--- config.mk ---
export PLATFORM = sky130hd
export DESIGN_NAME = mc_main_control_flat
export DESIGN_NICKNAME = d
export VERILOG_FILES = /design/src/rtl/mc_main_control_if.sv /design/src/rtl/mc_main_control.sv /design/src/flat_wrapper.sv
export SDC_FILE = /design/constraint.sdc
export NUM_CORES = 1
export LEC_CHECK = 0
export BUFFER_PORTS_ARGS = -buffer_cell sky130_fd_sc_hd__buf_2
export CORE_MARGIN = 2
export CORE_UTILIZATION = 45
export CTS_BUF_LIST = sky130_fd_sc_hd__clkbuf_16
export DETAILED_ROUTE_END_ITERATION = 10
export MAX_ROUTING_LAYER = met4
export PLACE_DENSITY = 0.76
export SETUP_SLACK_MARGIN = 0.3
export SKIP_CTS_REPAIR_TIMING = 1
export SYNTH_ARGS = -nofsm -noshare
export SYNTH_HDL_FRONTEND = slang
export SYNTH_SLANG_ARGS = --single-unit
--- constraint.sdc ---
create_clock -name clk -period 1.75 [get_ports clk]
set_input_delay 0.35 -clock clk [delete_from_list [all_inputs] [get_ports clk]]
set_output_delay 0.35 -clock clk [all_outputs]
set_load 0.005 [all_outputs]
--- src/rtl/mc_main_control_if.sv ---
// mc_main_control_if
//   Control bundle between the multi-cycle MIPS main control FSM and the
//   datapath / ALU control decoder.
//
//   Signals:
//     op, mem_ready           datapath -> controller (opcode, memory done)
//     PCWrite, PCWriteCond    PC load enables
//     IorD, MemRead, MemWrite memory address select and requests
//     MemtoReg, IRWrite       write-back select, instruction register load
//     RegDst, RegWrite        register file destination select / write
//     ALUSrcA, ALUSrcB        ALU operand selects
//     ALUOp                   to the ALU control decoder
//     PCSource                next-PC source select
//     instr_done              last-cycle-of-instruction pulse
//     illegal_op              sticky trap flag (only with ILLEGAL_OP_TRAP_EN)
//
//   Modports:
//     master : the controller (drives the controls, reads op/mem_ready)
//     slave  : the datapath side
interface mc_main_control_if;
  logic [5:0] op;
  logic       mem_ready;
  logic       PCWrite;
  logic       PCWriteCond;
  logic       IorD;
  logic       MemRead;
  logic       MemWrite;
  logic       MemtoReg;
  logic       IRWrite;
  logic       RegDst;
  logic       RegWrite;
  logic       ALUSrcA;
  logic [1:0] ALUSrcB;
  logic [1:0] ALUOp;
  logic [1:0] PCSource;
  logic       instr_done;
`ifdef ILLEGAL_OP_TRAP_EN
  logic       illegal_op;
`endif

  modport master (
`ifdef ILLEGAL_OP_TRAP_EN
    output illegal_op,
`endif
    input  op, mem_ready,
    output PCWrite, PCWriteCond, IorD, MemRead, MemWrite, MemtoReg,
           IRWrite, RegDst, RegWrite, ALUSrcA, ALUSrcB, ALUOp, PCSource,
           instr_done
  );

  modport slave (
`ifdef ILLEGAL_OP_TRAP_EN
    input  illegal_op,
`endif
    output op, mem_ready,
    input  PCWrite, PCWriteCond, IorD, MemRead, MemWrite, MemtoReg,
           IRWrite, RegDst, RegWrite, ALUSrcA, ALUSrcB, ALUOp, PCSource,
           instr_done
  );
endinterface

--- src/rtl/mc_main_control.sv ---
// mc_main_control
//   Main control Moore FSM for the multi-cycle MIPS datapath. Sequences
//   R-type, lw, sw, beq, addi and j, drives every datapath enable/select and
//   the 2-bit ALUOp consumed by the ALU control decoder. Memory accesses
//   (fetch, lw read, sw write) stall on mem_ready.
//
//   Ports:
//     clk    in  rising-edge clock
//     rst_n  in  asynchronous active-low reset (forces S_RESET at once)
//     ctl    mc_main_control_if.master: op/mem_ready in, all controls out
//
//   Optional feature (macro ILLEGAL_OP_TRAP_EN):
//     defined   - unknown opcode in decode parks the FSM in S_TRAP with all
//                 controls low and illegal_op high until reset.
//     undefined - unknown opcode falls back to fetch (2-cycle NOP, no
//                 instr_done); no S_TRAP state, no illegal_op signal.
module mc_main_control #(
  parameter logic [5:0] OP_RTYPE = 6'b000000,
  parameter logic [5:0] OP_LW    = 6'b100011,
  parameter logic [5:0] OP_SW    = 6'b101011,
  parameter logic [5:0] OP_BEQ   = 6'b000100,
  parameter logic [5:0] OP_ADDI  = 6'b001000,
  parameter logic [5:0] OP_J     = 6'b000010
) (
  input logic                clk,
  input logic                rst_n,
  mc_main_control_if.master  ctl
);

  typedef enum logic [3:0] {
    S_RESET,
    S_FETCH,
    S_DECODE,
    S_MEMADR,
    S_MEMRD,
    S_MEMWR,
    S_MEMWB,
    S_RTYPEEX,
    S_RTYPEWB,
    S_BEQEX,
    S_ADDIEX,
    S_ADDIWB,
    S_JEX
`ifdef ILLEGAL_OP_TRAP_EN
    , S_TRAP
`endif
  } state_t;

  typedef struct packed {
    logic       pcwrite;
    logic       pcwritecond;
    logic       iord;
    logic       memread;
    logic       memwrite;
    logic       memtoreg;
    logic       irwrite;
    logic       regdst;
    logic       regwrite;
    logic       alusrca;
    logic [1:0] alusrcb;
    logic [1:0] aluop;
    logic [1:0] pcsource;
    logic       instr_done;
  } ctrl_t;

  state_t state, nxt;
  ctrl_t  c;

  // op is only looked at in decode, so the lw/sw choice made there is
  // remembered for the address state; op may change after decode.
  logic is_sw;

  always_ff @(posedge clk or negedge rst_n) begin
    if (!rst_n) state <= S_RESET;
    else        state <= nxt;
  end

  always_ff @(posedge clk or negedge rst_n) begin
    if (!rst_n)                 is_sw <= 1'b0;
    else if (state == S_DECODE) is_sw <= (ctl.op == OP_SW);
  end

  always_comb begin
    nxt = state;
    c   = '0;
    case (state)
      S_RESET: nxt = S_FETCH;

      // PC+4 and IR load fire only in the cycle memory completes; since
      // that same cycle leaves fetch, the PC advances exactly once.
      S_FETCH: begin
        c.memread = 1'b1;
        c.alusrcb = 2'b01;
        c.pcwrite = ctl.mem_ready;
        c.irwrite = ctl.mem_ready;
        if (ctl.mem_ready) nxt = S_DECODE;
      end

      // ALU precomputes the branch target PC + (imm<<2) into ALUOut.
      S_DECODE: begin
        c.alusrcb = 2'b11;
        case (ctl.op)
          OP_LW, OP_SW: nxt = S_MEMADR;
          OP_RTYPE:     nxt = S_RTYPEEX;
          OP_BEQ:       nxt = S_BEQEX;
          OP_ADDI:      nxt = S_ADDIEX;
          OP_J:         nxt = S_JEX;
`ifdef ILLEGAL_OP_TRAP_EN
          default:      nxt = S_TRAP;
`else
          default:      nxt = S_FETCH;
`endif
        endcase
      end

      S_MEMADR: begin
        c.alusrca = 1'b1;
        c.alusrcb = 2'b10;
        nxt       = is_sw ? S_MEMWR : S_MEMRD;
      end

      S_MEMRD: begin
        c.memread = 1'b1;
        c.iord    = 1'b1;
        if (ctl.mem_ready) nxt = S_MEMWB;
      end

      // Request stays asserted through the stall; the instruction only
      // completes in the cycle the write is accepted.
      S_MEMWR: begin
        c.memwrite   = 1'b1;
        c.iord       = 1'b1;
        c.instr_done = ctl.mem_ready;
        if (ctl.mem_ready) nxt = S_FETCH;
      end

      S_MEMWB: begin
        c.memtoreg   = 1'b1;
        c.regwrite   = 1'b1;
        c.instr_done = 1'b1;
        nxt          = S_FETCH;
      end

      S_RTYPEEX: begin
        c.alusrca = 1'b1;
        c.aluop   = 2'b10;
        nxt       = S_RTYPEWB;
      end

      S_RTYPEWB: begin
        c.regdst     = 1'b1;
        c.regwrite   = 1'b1;
        c.instr_done = 1'b1;
        nxt          = S_FETCH;
      end

      // Subtract A-B; PC loads the precomputed target from ALUOut on zero.
      S_BEQEX: begin
        c.alusrca     = 1'b1;
        c.aluop       = 2'b01;
        c.pcwritecond = 1'b1;
        c.pcsource    = 2'b01;
        c.instr_done  = 1'b1;
        nxt           = S_FETCH;
      end

      S_ADDIEX: begin
        c.alusrca = 1'b1;
        c.alusrcb = 2'b10;
        nxt       = S_ADDIWB;
      end

      S_ADDIWB: begin
        c.regwrite   = 1'b1;
        c.instr_done = 1'b1;
        nxt          = S_FETCH;
      end

      S_JEX: begin
        c.pcwrite    = 1'b1;
        c.pcsource   = 2'b10;
        c.instr_done = 1'b1;
        nxt          = S_FETCH;
      end

`ifdef ILLEGAL_OP_TRAP_EN
      // Parked until reset; all controls stay low.
      S_TRAP: nxt = S_TRAP;
`endif

      default: nxt = S_RESET;
    endcase
  end

  assign ctl.PCWrite     = c.pcwrite;
  assign ctl.PCWriteCond = c.pcwritecond;
  assign ctl.IorD        = c.iord;
  assign ctl.MemRead     = c.memread;
  assign ctl.MemWrite    = c.memwrite;
  assign ctl.MemtoReg    = c.memtoreg;
  assign ctl.IRWrite     = c.irwrite;
  assign ctl.RegDst      = c.regdst;
  assign ctl.RegWrite    = c.regwrite;
  assign ctl.ALUSrcA     = c.alusrca;
  assign ctl.ALUSrcB     = c.alusrcb;
  assign ctl.ALUOp       = c.aluop;
  assign ctl.PCSource    = c.pcsource;
  assign ctl.instr_done  = c.instr_done;
`ifdef ILLEGAL_OP_TRAP_EN
  // Sticky by construction: S_TRAP is only left through reset.
  assign ctl.illegal_op  = (state == S_TRAP);
`endif

endmodule

--- src/flat_wrapper.sv ---
// flat-port wrapper written by rule: the top's interface ports become plain ports
module mc_main_control_flat 
#(
  parameter logic [5:0] OP_RTYPE = 6'b000000,
  parameter logic [5:0] OP_LW    = 6'b100011,
  parameter logic [5:0] OP_SW    = 6'b101011,
  parameter logic [5:0] OP_BEQ   = 6'b000100,
  parameter logic [5:0] OP_ADDI  = 6'b001000,
  parameter logic [5:0] OP_J     = 6'b000010
)
  (clk, rst_n, ctl_op, ctl_mem_ready, ctl_PCWrite, ctl_PCWriteCond, ctl_IorD, ctl_MemRead, ctl_MemWrite, ctl_MemtoReg, ctl_IRWrite, ctl_RegDst, ctl_RegWrite, ctl_ALUSrcA, ctl_ALUSrcB, ctl_ALUOp, ctl_PCSource, ctl_instr_done);
  mc_main_control_if ctl_i ();
  input logic clk;
  input logic rst_n;
  input wire logic [$bits(ctl_i.op)-1:0] ctl_op;
  input wire logic [$bits(ctl_i.mem_ready)-1:0] ctl_mem_ready;
  output wire logic [$bits(ctl_i.PCWrite)-1:0] ctl_PCWrite;
  output wire logic [$bits(ctl_i.PCWriteCond)-1:0] ctl_PCWriteCond;
  output wire logic [$bits(ctl_i.IorD)-1:0] ctl_IorD;
  output wire logic [$bits(ctl_i.MemRead)-1:0] ctl_MemRead;
  output wire logic [$bits(ctl_i.MemWrite)-1:0] ctl_MemWrite;
  output wire logic [$bits(ctl_i.MemtoReg)-1:0] ctl_MemtoReg;
  output wire logic [$bits(ctl_i.IRWrite)-1:0] ctl_IRWrite;
  output wire logic [$bits(ctl_i.RegDst)-1:0] ctl_RegDst;
  output wire logic [$bits(ctl_i.RegWrite)-1:0] ctl_RegWrite;
  output wire logic [$bits(ctl_i.ALUSrcA)-1:0] ctl_ALUSrcA;
  output wire logic [$bits(ctl_i.ALUSrcB)-1:0] ctl_ALUSrcB;
  output wire logic [$bits(ctl_i.ALUOp)-1:0] ctl_ALUOp;
  output wire logic [$bits(ctl_i.PCSource)-1:0] ctl_PCSource;
  output wire logic [$bits(ctl_i.instr_done)-1:0] ctl_instr_done;
  assign ctl_i.op = ctl_op;
  assign ctl_i.mem_ready = ctl_mem_ready;
  assign ctl_PCWrite = ctl_i.PCWrite;
  assign ctl_PCWriteCond = ctl_i.PCWriteCond;
  assign ctl_IorD = ctl_i.IorD;
  assign ctl_MemRead = ctl_i.MemRead;
  assign ctl_MemWrite = ctl_i.MemWrite;
  assign ctl_MemtoReg = ctl_i.MemtoReg;
  assign ctl_IRWrite = ctl_i.IRWrite;
  assign ctl_RegDst = ctl_i.RegDst;
  assign ctl_RegWrite = ctl_i.RegWrite;
  assign ctl_ALUSrcA = ctl_i.ALUSrcA;
  assign ctl_ALUSrcB = ctl_i.ALUSrcB;
  assign ctl_ALUOp = ctl_i.ALUOp;
  assign ctl_PCSource = ctl_i.PCSource;
  assign ctl_instr_done = ctl_i.instr_done;
  mc_main_control #(.OP_RTYPE(OP_RTYPE), .OP_LW(OP_LW), .OP_SW(OP_SW), .OP_BEQ(OP_BEQ), .OP_ADDI(OP_ADDI), .OP_J(OP_J)) u_core (.clk(clk), .rst_n(rst_n), .ctl(ctl_i));
endmodule
==> impl_metrics.env <==
export IMPL_hold_class="in -> reg"
export IMPL_hp_start="ctl_op[4]"
export IMPL_worstPathArrival_ns=1.42
export IMPL_drive_above_1_share=0.618
export IMPL_worstSetupEndpointType="output port"
export IMPL_grt_max_degree=17
export IMPL_synth_cell_types=40
export IMPL_netlist_area_um2=604
export IMPL_firstDrtPassIters=4
export IMPL_ctsLongestPathBuffers=2
export IMPL_totalPowerFinal_mw=2.01
export IMPL_gp_congestion=0.818
export IMPL_finish_utilization=0.863
export IMPL_fmax_mhz=564
export IMPL_start_util=0.470
export IMPL_r2r_start="u_core.state[3]$_DFFE_PN0P_"
export IMPL_rows=13
export IMPL_fp_dieW_um=40.6
export IMPL_wl_per_cell_um=17.9
export IMPL_slew_limit_headroom=0.669
export IMPL_fillers=69
export IMPL_synth_seq_cells=5
export IMPL_synth_area_leaders="dfrtp_1 21%, a2111oi_4 4.6%, nor3_1 4.1%, nand2_1 3.7%, nor2_1 3.7%"
export IMPL_cp_required_ns=1.40
export IMPL_max_cap_viol_count=0
export IMPL_switching_share=0.413
export IMPL_synth_avg_cell_area_um2=7.75
export IMPL_design_area_mm2=0.00111
export IMPL_status="complete, but fails checks"
export IMPL_h_tree_depth=1
export IMPL_rsz0062_at_grt="true"
export IMPL_dp_hpwl_um=1200
export IMPL_grtUsageMet2=0.357
export IMPL_synth_top_family_by_area="simple AND/OR/NAND/NOR gates"
export IMPL_dr_first_iter_drc_count=32
export IMPL_grt_overflow=0
export IMPL_hold_violations=0
export IMPL_ys_flop_type="dfrtp_1"
export IMPL_clock_sinks=5
export IMPL_clock_power_share=0.190
export IMPL_grt_util_all_layers=0.238
export IMPL_layout_commonest_cell="buf_2"
export IMPL_p_seq_frac=0.142
export IMPL_setup_violations=1
export IMPL_syn_to_final_growth_pct=83.4
export IMPL_violations="negative setup slack"
export IMPL_p_int_mw=1.18
export IMPL_die_area_mm2=0.00165
export IMPL_final_nets=133
export IMPL_routed_wl_um=2480
export IMPL_cp_startpoint="u_core.state[3]$_DFFE_PN0P_"
export IMPL_cp_start_kind="flop"
export IMPL_path_clk_slew_ns=0.03
export IMPL_yosysWarnings=0
export IMPL_syn_nets=87
export IMPL_via_per_inst=5.98
export IMPL_async_flop_share=1.00
export IMPL_die_h_um=40.6
export IMPL_worstPathMaxFanout=7
export IMPL_setup_tns_ns=-0.0232
export IMPL_synth_compound_area_frac=0.321
export IMPL_final_period_utilization=1.01
export IMPL_port_buffers=25
export IMPL_worstMarginPinSlew_ns=0.492
export IMPL_synthAdderAreaFrac=0
export IMPL_synth_xor_area_share=0.0435
export IMPL_antenna_left=0
export IMPL_root_buffer="clkbuf_16"
export IMPL_cts_buffers=3
export IMPL_vias=825
export IMPL_yosys_area_share_simple=0.333
export IMPL_comb_power_share=0.668
export IMPL_dpl_cell_area_um2=738
export IMPL_synthCells=78
export IMPL_leakage_nw=0.563
export IMPL_synth_mux_area_frac=0
export IMPL_vdd_drop_max_v=0.00118
export IMPL_ys_seq_area_frac=0.207
export IMPL_layout_common_cells="25 x buf_2, 16 x buf_4, 6 x buf_6, 5 x nand2_1, 4 x dfrtp_2"
export IMPL_synth_top_cell_by_area="dfrtp_1"
export IMPL_grtUsageMet1=0.261
export IMPL_clk_latency_ns=0.23
export IMPL_drc=0
export IMPL_cts_tree="done"
export IMPL_antenna_found_initial=0
export IMPL_layout_setup_ws_ns=-0.0232
export IMPL_ios=26
export IMPL_grt_pass1_vias=571
export IMPL_pwr_density_cell_mw_per_mm2=1810
export IMPL_switching_power_mw=0.831
export IMPL_synth_edf_count=0
export IMPL_grt_busiest_layer="met2"
export IMPL_grt_first_pass_wirelength_um=2470
export IMPL_path_class="reg -> out"
export IMPL_coreArea_mm2=0.00128
export IMPL_drv_slew=0
export IMPL_period_minus_slack_ns=1.77
export IMPL_insertedDiodeCount=0
export IMPL_fin_skew_ns=0.00134
export IMPL_netlist_area_leader_share=0.207
export IMPL_grt_util_met3=0.103
cells by family (layout without fill, tap and decap cells):
group	Yosys count	after routing
buffers and inverters	10	55
xor gates and xnor gates	3	3
AOI/OAI and AO/OA	24	24
and+or+nand+nor	36	36
DFF	5	5
per-layer routing:
| layer | routed length, um | up-vias |
|---|---|---|
| met1 | 1010 | 390 |
| met5 | 0 | - |
| met3 | 225 | 11 |
| met2 | 1160 | 46 |
| met4 | 86 | 0 |
| li1 | - | 378 |
flip-flops by register name (all words and copies together), names as in the netlist:
register / flops
u_core.is_sw: 1
u_core.state: 4
area by class of cell:
type,count,area [um^2],share of cell area
Clock buffer,3,75.1,0.0677
Clock inverter,1,3.75,0.00339
Inverter,2,7.51,0.00677
Multi-Input combinational cell,63,546,0.492
Sequential cell,5,130,0.117
Tap cell,15,18.8,0.0169
Timing Repair Buffer,49,328,0.296
synth_stat cells (2+ instances only):
master	n
a211oi_1	2
a21o_1	2
a21oi_1	4
buf_2	4
buf_4	2
dfrtp_1	5
nand2_1	6
nand2b_1	3
nor2_1	6
nor2b_1	3
nor3_1	5
nor3b_1	3
nor4_1	2
o21ai_0	4
xor2_1	2
power by group through the flow:
stage	sequential, mW	clock, mW	combinational, mW
4_1_cts	0.313	0.376	0.753
3_3_place_gp	0.308	0	0.742
2_1_floorplan	0.194	0	0.614
6_report	0.286	0.382	1.34
5_1_grt	0.293	0.400	1.44
3_5_place_dp	0.310	0	0.746
worst max-delay path, stage by stage, from the launching register on:
cell and delay [ns]:
dfrtp_2 0.46, buf_6 0.16, nor2b_1 0.12, a31oi_1 0.18
o221ai_1 0.13, buf_2 0.14
stage by stage:
step                      hold slack (ns)  std cells  worst slack (ns)
after global routing                0.418        138           -0.0657
final                               0.418        138           -0.0232
after CTS                         -0.0684        119            -0.153
after floorplan                    0.0544         78             0.286
after detailed placement            0.169        115            0.0582
after global placement              0.168        115            0.0866
path summary, 6_finish.rpt:
check,to,slack (ns),depth (start not counted)
max reg2reg,u_core.state[1]$_DFFE_PN0P_,0.01,4
min,u_core.is_sw$_DFFE_PN0P_,0.42,2
max in group asynchronous,u_core.state[2]$_DFFE_PN0P_,1.13,2
min reg2reg,u_core.is_sw$_DFFE_PN0P_,0.55,2
max,ctl_instr_done,-0.02,5
min in group asynchronous,u_core.state[1]$_DFFE_PN0P_,0.47,2
Note: power is estimated with default switching activity, not from simulation.
